`src/rtl/gravity_div_ctrl.sv`:
```
// Centroid divide sequencer: latches the gravity sums and computes X = SX/S, then Y = SY/S on one restoring divider.
// Latency: 2*DW clocks from start acceptance to oVALID (S==0 short-cuts to DONE on the accepting edge).
// Backpressure: the result is held with oVALID/oBUSY high until iACK; starts arriving while busy are dropped and flagged.
module gravity_div_ctrl #(
   parameter int SUM_S_WIDTH  = 20,
   parameter int SUM_SX_WIDTH = 28,
   parameter int SUM_SY_WIDTH = 28,
   parameter int Q_WIDTH      = 11
) (
   input  logic                    CCLK,
   input  logic                    RST_N,
   input  logic                    iSTART,
   input  logic [SUM_S_WIDTH-1:0]  iSUM_S,
   input  logic [SUM_SX_WIDTH-1:0] iSUM_SX,
   input  logic [SUM_SY_WIDTH-1:0] iSUM_SY,
   output logic                    oBUSY,
   output logic                    oVALID,
   input  logic                    iACK,
   output logic [Q_WIDTH-1:0]      oX,
   output logic [Q_WIDTH-1:0]      oY,
   output logic                    oNODATA,
   output logic                    oSAT,
   output logic                    oOVERRUN
);

   localparam int DW = (SUM_SX_WIDTH > SUM_SY_WIDTH) ? SUM_SX_WIDTH : SUM_SY_WIDTH;
   localparam int CW = (DW > 1) ? $clog2(DW) : 1;
   localparam int RW = SUM_S_WIDTH + 1;

   typedef enum logic [1:0] {IDLE, DIV_X, DIV_Y, DONE} state_t;

   state_t                 state, state_nxt;
   logic [SUM_S_WIDTH-1:0] sum_s, sum_s_nxt;
   logic [DW-1:0]          sum_sx, sum_sx_nxt;
   logic [DW-1:0]          sum_sy, sum_sy_nxt;
   logic [RW-1:0]          rem, rem_nxt;
   // The last quotient bit is produced on the storing step itself, so only DW-1 bits are registered.
   logic [DW-2:0]          quo, quo_nxt;
   logic [CW-1:0]          cnt, cnt_nxt;
   logic [Q_WIDTH-1:0]     x_nxt, y_nxt;
   logic                   nodata_nxt, sat_nxt, valid_nxt, busy_nxt, overrun_nxt;

   logic [DW-1:0]          dividend;
   logic [RW-1:0]          shifted;
   logic                   take;
   logic [RW-1:0]          rem_step;
   logic [DW-1:0]          q_full;
   logic                   q_over;
   logic [Q_WIDTH-1:0]     q_clip;

   // One restoring step: shift in the next dividend bit and subtract the divisor when it fits.
   // A set remainder MSB would be shifted out, so the shifted value must exceed the divisor.
   assign dividend = (state == DIV_Y) ? sum_sy : sum_sx;
   assign shifted  = {rem[RW-2:0], dividend[cnt]};
   assign take     = rem[RW-1] | (shifted >= {1'b0, sum_s});
   assign rem_step = take ? (shifted - {1'b0, sum_s}) : shifted;
   assign q_full   = {quo, take};
   assign q_over   = |q_full[DW-1:Q_WIDTH];
   assign q_clip   = q_over ? {Q_WIDTH{1'b1}} : q_full[Q_WIDTH-1:0];

   // Next-state and next-output decode; every register holds unless a state says otherwise.
   always_comb begin
      state_nxt   = state;
      sum_s_nxt   = sum_s;
      sum_sx_nxt  = sum_sx;
      sum_sy_nxt  = sum_sy;
      rem_nxt     = rem;
      quo_nxt     = quo;
      cnt_nxt     = cnt;
      x_nxt       = oX;
      y_nxt       = oY;
      nodata_nxt  = oNODATA;
      sat_nxt     = oSAT;
      valid_nxt   = oVALID;
      busy_nxt    = oBUSY;
      overrun_nxt = 1'b0;
      case (state)
         IDLE: begin
            if (iSTART) begin
               sum_s_nxt  = iSUM_S;
               sum_sx_nxt = DW'(iSUM_SX);
               sum_sy_nxt = DW'(iSUM_SY);
               busy_nxt   = 1'b1;
               nodata_nxt = 1'b0;
               sat_nxt    = 1'b0;
               rem_nxt    = '0;
               quo_nxt    = '0;
               cnt_nxt    = CW'(DW - 1);
               if (iSUM_S == '0) begin
                  nodata_nxt = 1'b1;
                  x_nxt      = '0;
                  y_nxt      = '0;
                  valid_nxt  = 1'b1;
                  state_nxt  = DONE;
               end else begin
                  state_nxt  = DIV_X;
               end
            end
         end
         DIV_X: begin
            overrun_nxt = iSTART;
            rem_nxt     = rem_step;
            quo_nxt     = q_full[DW-2:0];
            cnt_nxt     = cnt - 1'b1;
            if (cnt == '0) begin
               x_nxt     = q_clip;
               sat_nxt   = q_over;
               rem_nxt   = '0;
               quo_nxt   = '0;
               cnt_nxt   = CW'(DW - 1);
               state_nxt = DIV_Y;
            end
         end
         DIV_Y: begin
            overrun_nxt = iSTART;
            rem_nxt     = rem_step;
            quo_nxt     = q_full[DW-2:0];
            cnt_nxt     = cnt - 1'b1;
            if (cnt == '0) begin
               y_nxt     = q_clip;
               sat_nxt   = oSAT | q_over;
               valid_nxt = 1'b1;
               state_nxt = DONE;
            end
         end
         DONE: begin
            overrun_nxt = iSTART;
            if (iACK) begin
               valid_nxt = 1'b0;
               busy_nxt  = 1'b0;
               state_nxt = IDLE;
            end
         end
         default: begin
            state_nxt  = IDLE;
            sum_s_nxt  = '0;
            sum_sx_nxt = '0;
            sum_sy_nxt = '0;
            rem_nxt    = '0;
            quo_nxt    = '0;
            cnt_nxt    = '0;
            x_nxt      = '0;
            y_nxt      = '0;
            nodata_nxt = 1'b0;
            sat_nxt    = 1'b0;
            valid_nxt  = 1'b0;
            busy_nxt   = 1'b0;
         end
      endcase
   end

   // State, datapath and registered outputs; reset aborts any division in flight.
   always_ff @(posedge CCLK or negedge RST_N) begin
      if (!RST_N) begin
         state    <= IDLE;
         sum_s    <= '0;
         sum_sx   <= '0;
         sum_sy   <= '0;
         rem      <= '0;
         quo      <= '0;
         cnt      <= '0;
         oX       <= '0;
         oY       <= '0;
         oNODATA  <= 1'b0;
         oSAT     <= 1'b0;
         oVALID   <= 1'b0;
         oBUSY    <= 1'b0;
         oOVERRUN <= 1'b0;
      end else begin
         state    <= state_nxt;
         sum_s    <= sum_s_nxt;
         sum_sx   <= sum_sx_nxt;
         sum_sy   <= sum_sy_nxt;
         rem      <= rem_nxt;
         quo      <= quo_nxt;
         cnt      <= cnt_nxt;
         oX       <= x_nxt;
         oY       <= y_nxt;
         oNODATA  <= nodata_nxt;
         oSAT     <= sat_nxt;
         oVALID   <= valid_nxt;
         oBUSY    <= busy_nxt;
         oOVERRUN <= overrun_nxt;
      end
   end

endmodule
```
`config.mk`:
```
export PLATFORM = sky130hd
export DESIGN_NAME = gravity_div_ctrl
export DESIGN_NICKNAME = d
export VERILOG_FILES = /design/src/rtl/gravity_div_ctrl.sv
export SDC_FILE = /design/constraint.sdc
export NUM_CORES = 1
export LEC_CHECK = 0
export ABC_AREA = 1
export BUFFER_PORTS_ARGS = -buffer_cell sky130_fd_sc_hd__buf_4
export CAP_MARGIN = 20
export CORE_AREA = 3 3 148 150
export CTS_BUF_LIST = sky130_fd_sc_hd__clkbuf_4
export CTS_CLUSTER_SIZE = 28
export DETAILED_ROUTE_END_ITERATION = 8
export DIE_AREA = 0 0 151 153
export PLACE_DENSITY = 0.7
export SYNTH_ARGS = -nofsm -noshare
export SYNTH_HDL_FRONTEND = slang
export SYNTH_SLANG_ARGS = --single-unit
export TNS_END_PERCENT = 100
```
`constraint.sdc`:
```
create_clock -name CCLK -period 3.4 [get_ports CCLK]
set_input_delay 0.68 -clock CCLK [delete_from_list [all_inputs] [get_ports CCLK]]
set_output_delay 0.68 -clock CCLK [all_outputs]
set_load 0.005 [all_outputs]
```
==> metrics.yaml <==
finish:
  regArea_um2: 3950
  stdcell_area_um2: 10200
  diodes: 0
  final_nets: 1355
  fin_cells: 1537
  area_growth_pct: 17.3
  nFillCells: 2076
  drive_gt1_frac: 0.176
  multi_input_area_um2: 3930
timing:
  skew_ns: 0.0276
  finalCriticalPeriod_ns: 3.13
  setup_tns_ns: 0
  fmax_mhz: 320
  slew_violations: 0
  hold_viol: 0
  grt_setup_unrepaired: "yes"
  hold_ws_ns: 0.143
  setup_violations: 0
  worstMarginPinSlew_ns: 1.05
  timing.slew.headroom: 0.298
  finalCritPeriodShare: 0.920
worst_setup_path:
  start_kind: "flip-flop"
  cp_slowest_cell: "dfrtp_1"
  worstPathRequired_ns: 3.88
  critPathTopFamily: "simple AND/OR/NAND/NOR gates"
  path_class: "reg2reg"
  critPathCaptureType: "flip-flop"
  crit_buf_inv: 5
  cpPeakStageDelay_ns: 0.43
  crit_top_cell: "nand2_1"
  regToRegSetupSlack_ns: 0.27
  cp.arrival_ns: 3.61
  path_max_fanout: 18
clock_network:
  clkTransAtPathRegs_ns: 0.15
  htree_levels: 4
  cts_sinks: 158
  numCtsBuffers: 17
  holdBufCountCts: 0
  clock_latency_ns: 0.57
  cts_tree: "built"
  root_buffer: "clkbuf_4"
  cts_buffer_depth: 2
global_routing:
  grt_pass1_vias: 7290
  track_usage: 0.191
  gr-total-overflow: 0
  grt_antenna_before_repair: 0
  grt_max_degree: 82
  grt_pass1_wl_um: 35700
synth:
  synth_ff_type: "dfrtp_1"
  synth_compound_area_frac: 0.0839
  ys_async_sr_fraction: 1.00
  seq_area_frac_synth: 0.456
  synth.top_cell.area_share: 0.456
  synthSimpleGateAreaFrac: 0.317
  ys_top_cells_by_area: "dfrtp_1 (46%), nand2_1 (18%), inv_1 (6.4%), nand3_1 (4.3%), o21ai_0 (4.2%)"
  syn_inst: 1150
  synth.most_common_cell: "nand2_1"
  ys_ff_latch: 158
  synth_edf_count: 0
  netlist_area_um2: 8670
  synth_commonest_cells: "nand2_1 (424), dfrtp_1 (158), inv_1 (147), nand3_1 (74), o21ai_0 (72)"
  syn_avg_cell_area_um2: 7.54
  synth_fa_ha_area_frac: 0.0384
  synth_nets: 1256
  synth_xor_area_frac: 0.0111
  synth.area.mux_share: 0
  synth.yosys.warnings: 0
  synth_top_cell_by_area: "dfrtp_1"
  synth.distinct_cells: 41
  synth_top_family_by_area: "simple AND/OR/NAND/NOR gates"
detailed_routing:
  first_pass_iters: 5
  vias_per_cell: 4.96
  dr.first_iter.drc_count: 572
  wl_per_cell_um: 13.9
  vias: 7620
  ant_nets: 0
  drc_errors: 0
  wirelength_um: 21300
pwr:
  ir_drop_mv: 0.312
  comb_power_share: 0.469
  power_frac_seq: 0.353
  p_sw_frac: 0.450
  powerDensity_nw_per_um2: 739
  switchingPower_uw: 3380
  leakage_uw: 0.00551
  cell_internal_pwr_uw: 4140
  power_frac_clock: 0.178
place:
  dp_hpwl_um: 15600
  place_area_um2: 9740
  finalWeightedCongestion: 0.917
  placed_cells: 1501
  io_buffers: 106
floorplanning:
  rows: 53
  die_x_um: 151
  ios: 107
  dieArea_um2: 23100
  die_h_um: 153
  core_um2: 20800
  initial_core_util: 0.417
min_path:
  hp-class: "in2async"
outcome:
  status: "completed"
run:
  drv_cap: 0
## final cells by class
cell class | instances | area share
clock buffers | 17 | 0.0125
flip-flops and latches | 158 | 0.388
clock inverters | 15 | 0.0216
well taps | 275 | 0.0338
multi-input cells | 795 | 0.386
inverters | 155 | 0.0586
repair buffers | 122 | 0.0987
## sequential cells by signal (all words and copies together) (netlist names), 2 cells and up
| name | flops |
|---|---|
| oY | 11 |
| sum_sy | 28 |
| rem | 21 |
| state | 2 |
| sum_sx | 28 |
| quo | 27 |
| oX | 11 |
| sum_s | 20 |
| cnt | 5 |
## power groups by stage
stage / sequential, µW / clock (µW) / combinational (µW)
2_1_floorplan: 2600 / 0 / 2600
3_3_place_gp: 2690 / 0 / 3350
3_5_place_dp: 2690 / 0 / 3400
4_1_cts: 2650 / 1380 / 3420
5_1_grt: 2710 / 1450 / 4030
6_report: 2660 / 1340 / 3530
## worst paths after layout
kind / start / endpoint / depth (start not counted)
hold / removal: RST_N / rem[2] / 1
max in group asynchronous: RST_N / rem[12] / 2
setup reg to reg: state[0] / rem[14] / 26
hold reg to reg: sum_sy[17] / sum_sy[17] / 2
min in group CCLK: iSUM_SY[27] / sum_sy[27] / 3
setup / recovery: state[0] / rem[14] / 26
## routing by layer
layer,GRT usage,wire [µm]
met3,0.0388,967
met5,0,0
met4,0.0466,341
met2,0.312,10400
met1,0.260,9580
## metrics by stage
| stage | total power (µW) | worst slack (ns) | util |
|---|---|---|---|
| 2_1_floorplan | 5190 | 0.409 | - |
| 3_3_place_gp | 6040 | 0.240 | 0.468 |
| 3_5_place_dp | 6090 | 0.136 | 0.468 |
| 4_1_cts | 7440 | 0.107 | 0.484 |
| 5_1_grt | 8190 | -0.0282 | 0.489 |
| 6_report | 7520 | 0.272 | 0.489 |
## placed cells by master, fill, tap and decap left out, types with 4 or more instances in the layout
cell / n
a21oi_1: 21
buf_12: 4
buf_4: 115
clkbuf_4: 17
dfrtp_1: 158
ha_1: 24
inv_1: 144
inv_2: 5
inv_6: 6
inv_8: 4
nand2_1: 420
nand2_2: 28
nand2_4: 4
nand3_1: 74
nand3_2: 12
nand3b_1: 4
nand4_1: 12
nor2_1: 54
nor2_2: 4
nor3_1: 6
o21ai_0: 72
o22ai_1: 28
xor2_1: 9
## what timing repair did
action | in CTS | in global routing
setup buffers | 0 | 2
endpoints found under the setup margin | 0 | 18
gates resized for setup | 0 | 9
## worst register-to-register path, delay by kind of cell, from the launching register on
family | cells | cell delay [ns]
AND/OR/NAND/NOR | 18 | 1.51
buffers and inverters | 5 | 0.44
adder cells (fa/ha/maj) | 3 | 0.65
flip-flops | 1 | 0.43
## cell families (layout without fill, tap and decap cells)
logic type | count (synthesis) | after routing
xor+xnor | 11 | 11
fa+ha+maj | 26 | 26
simple gates | 627 | 627
flops | 158 | 158
compound gates | 131 | 131
buf+inv | 197 | 309
(Power assumes the default switching activity.)
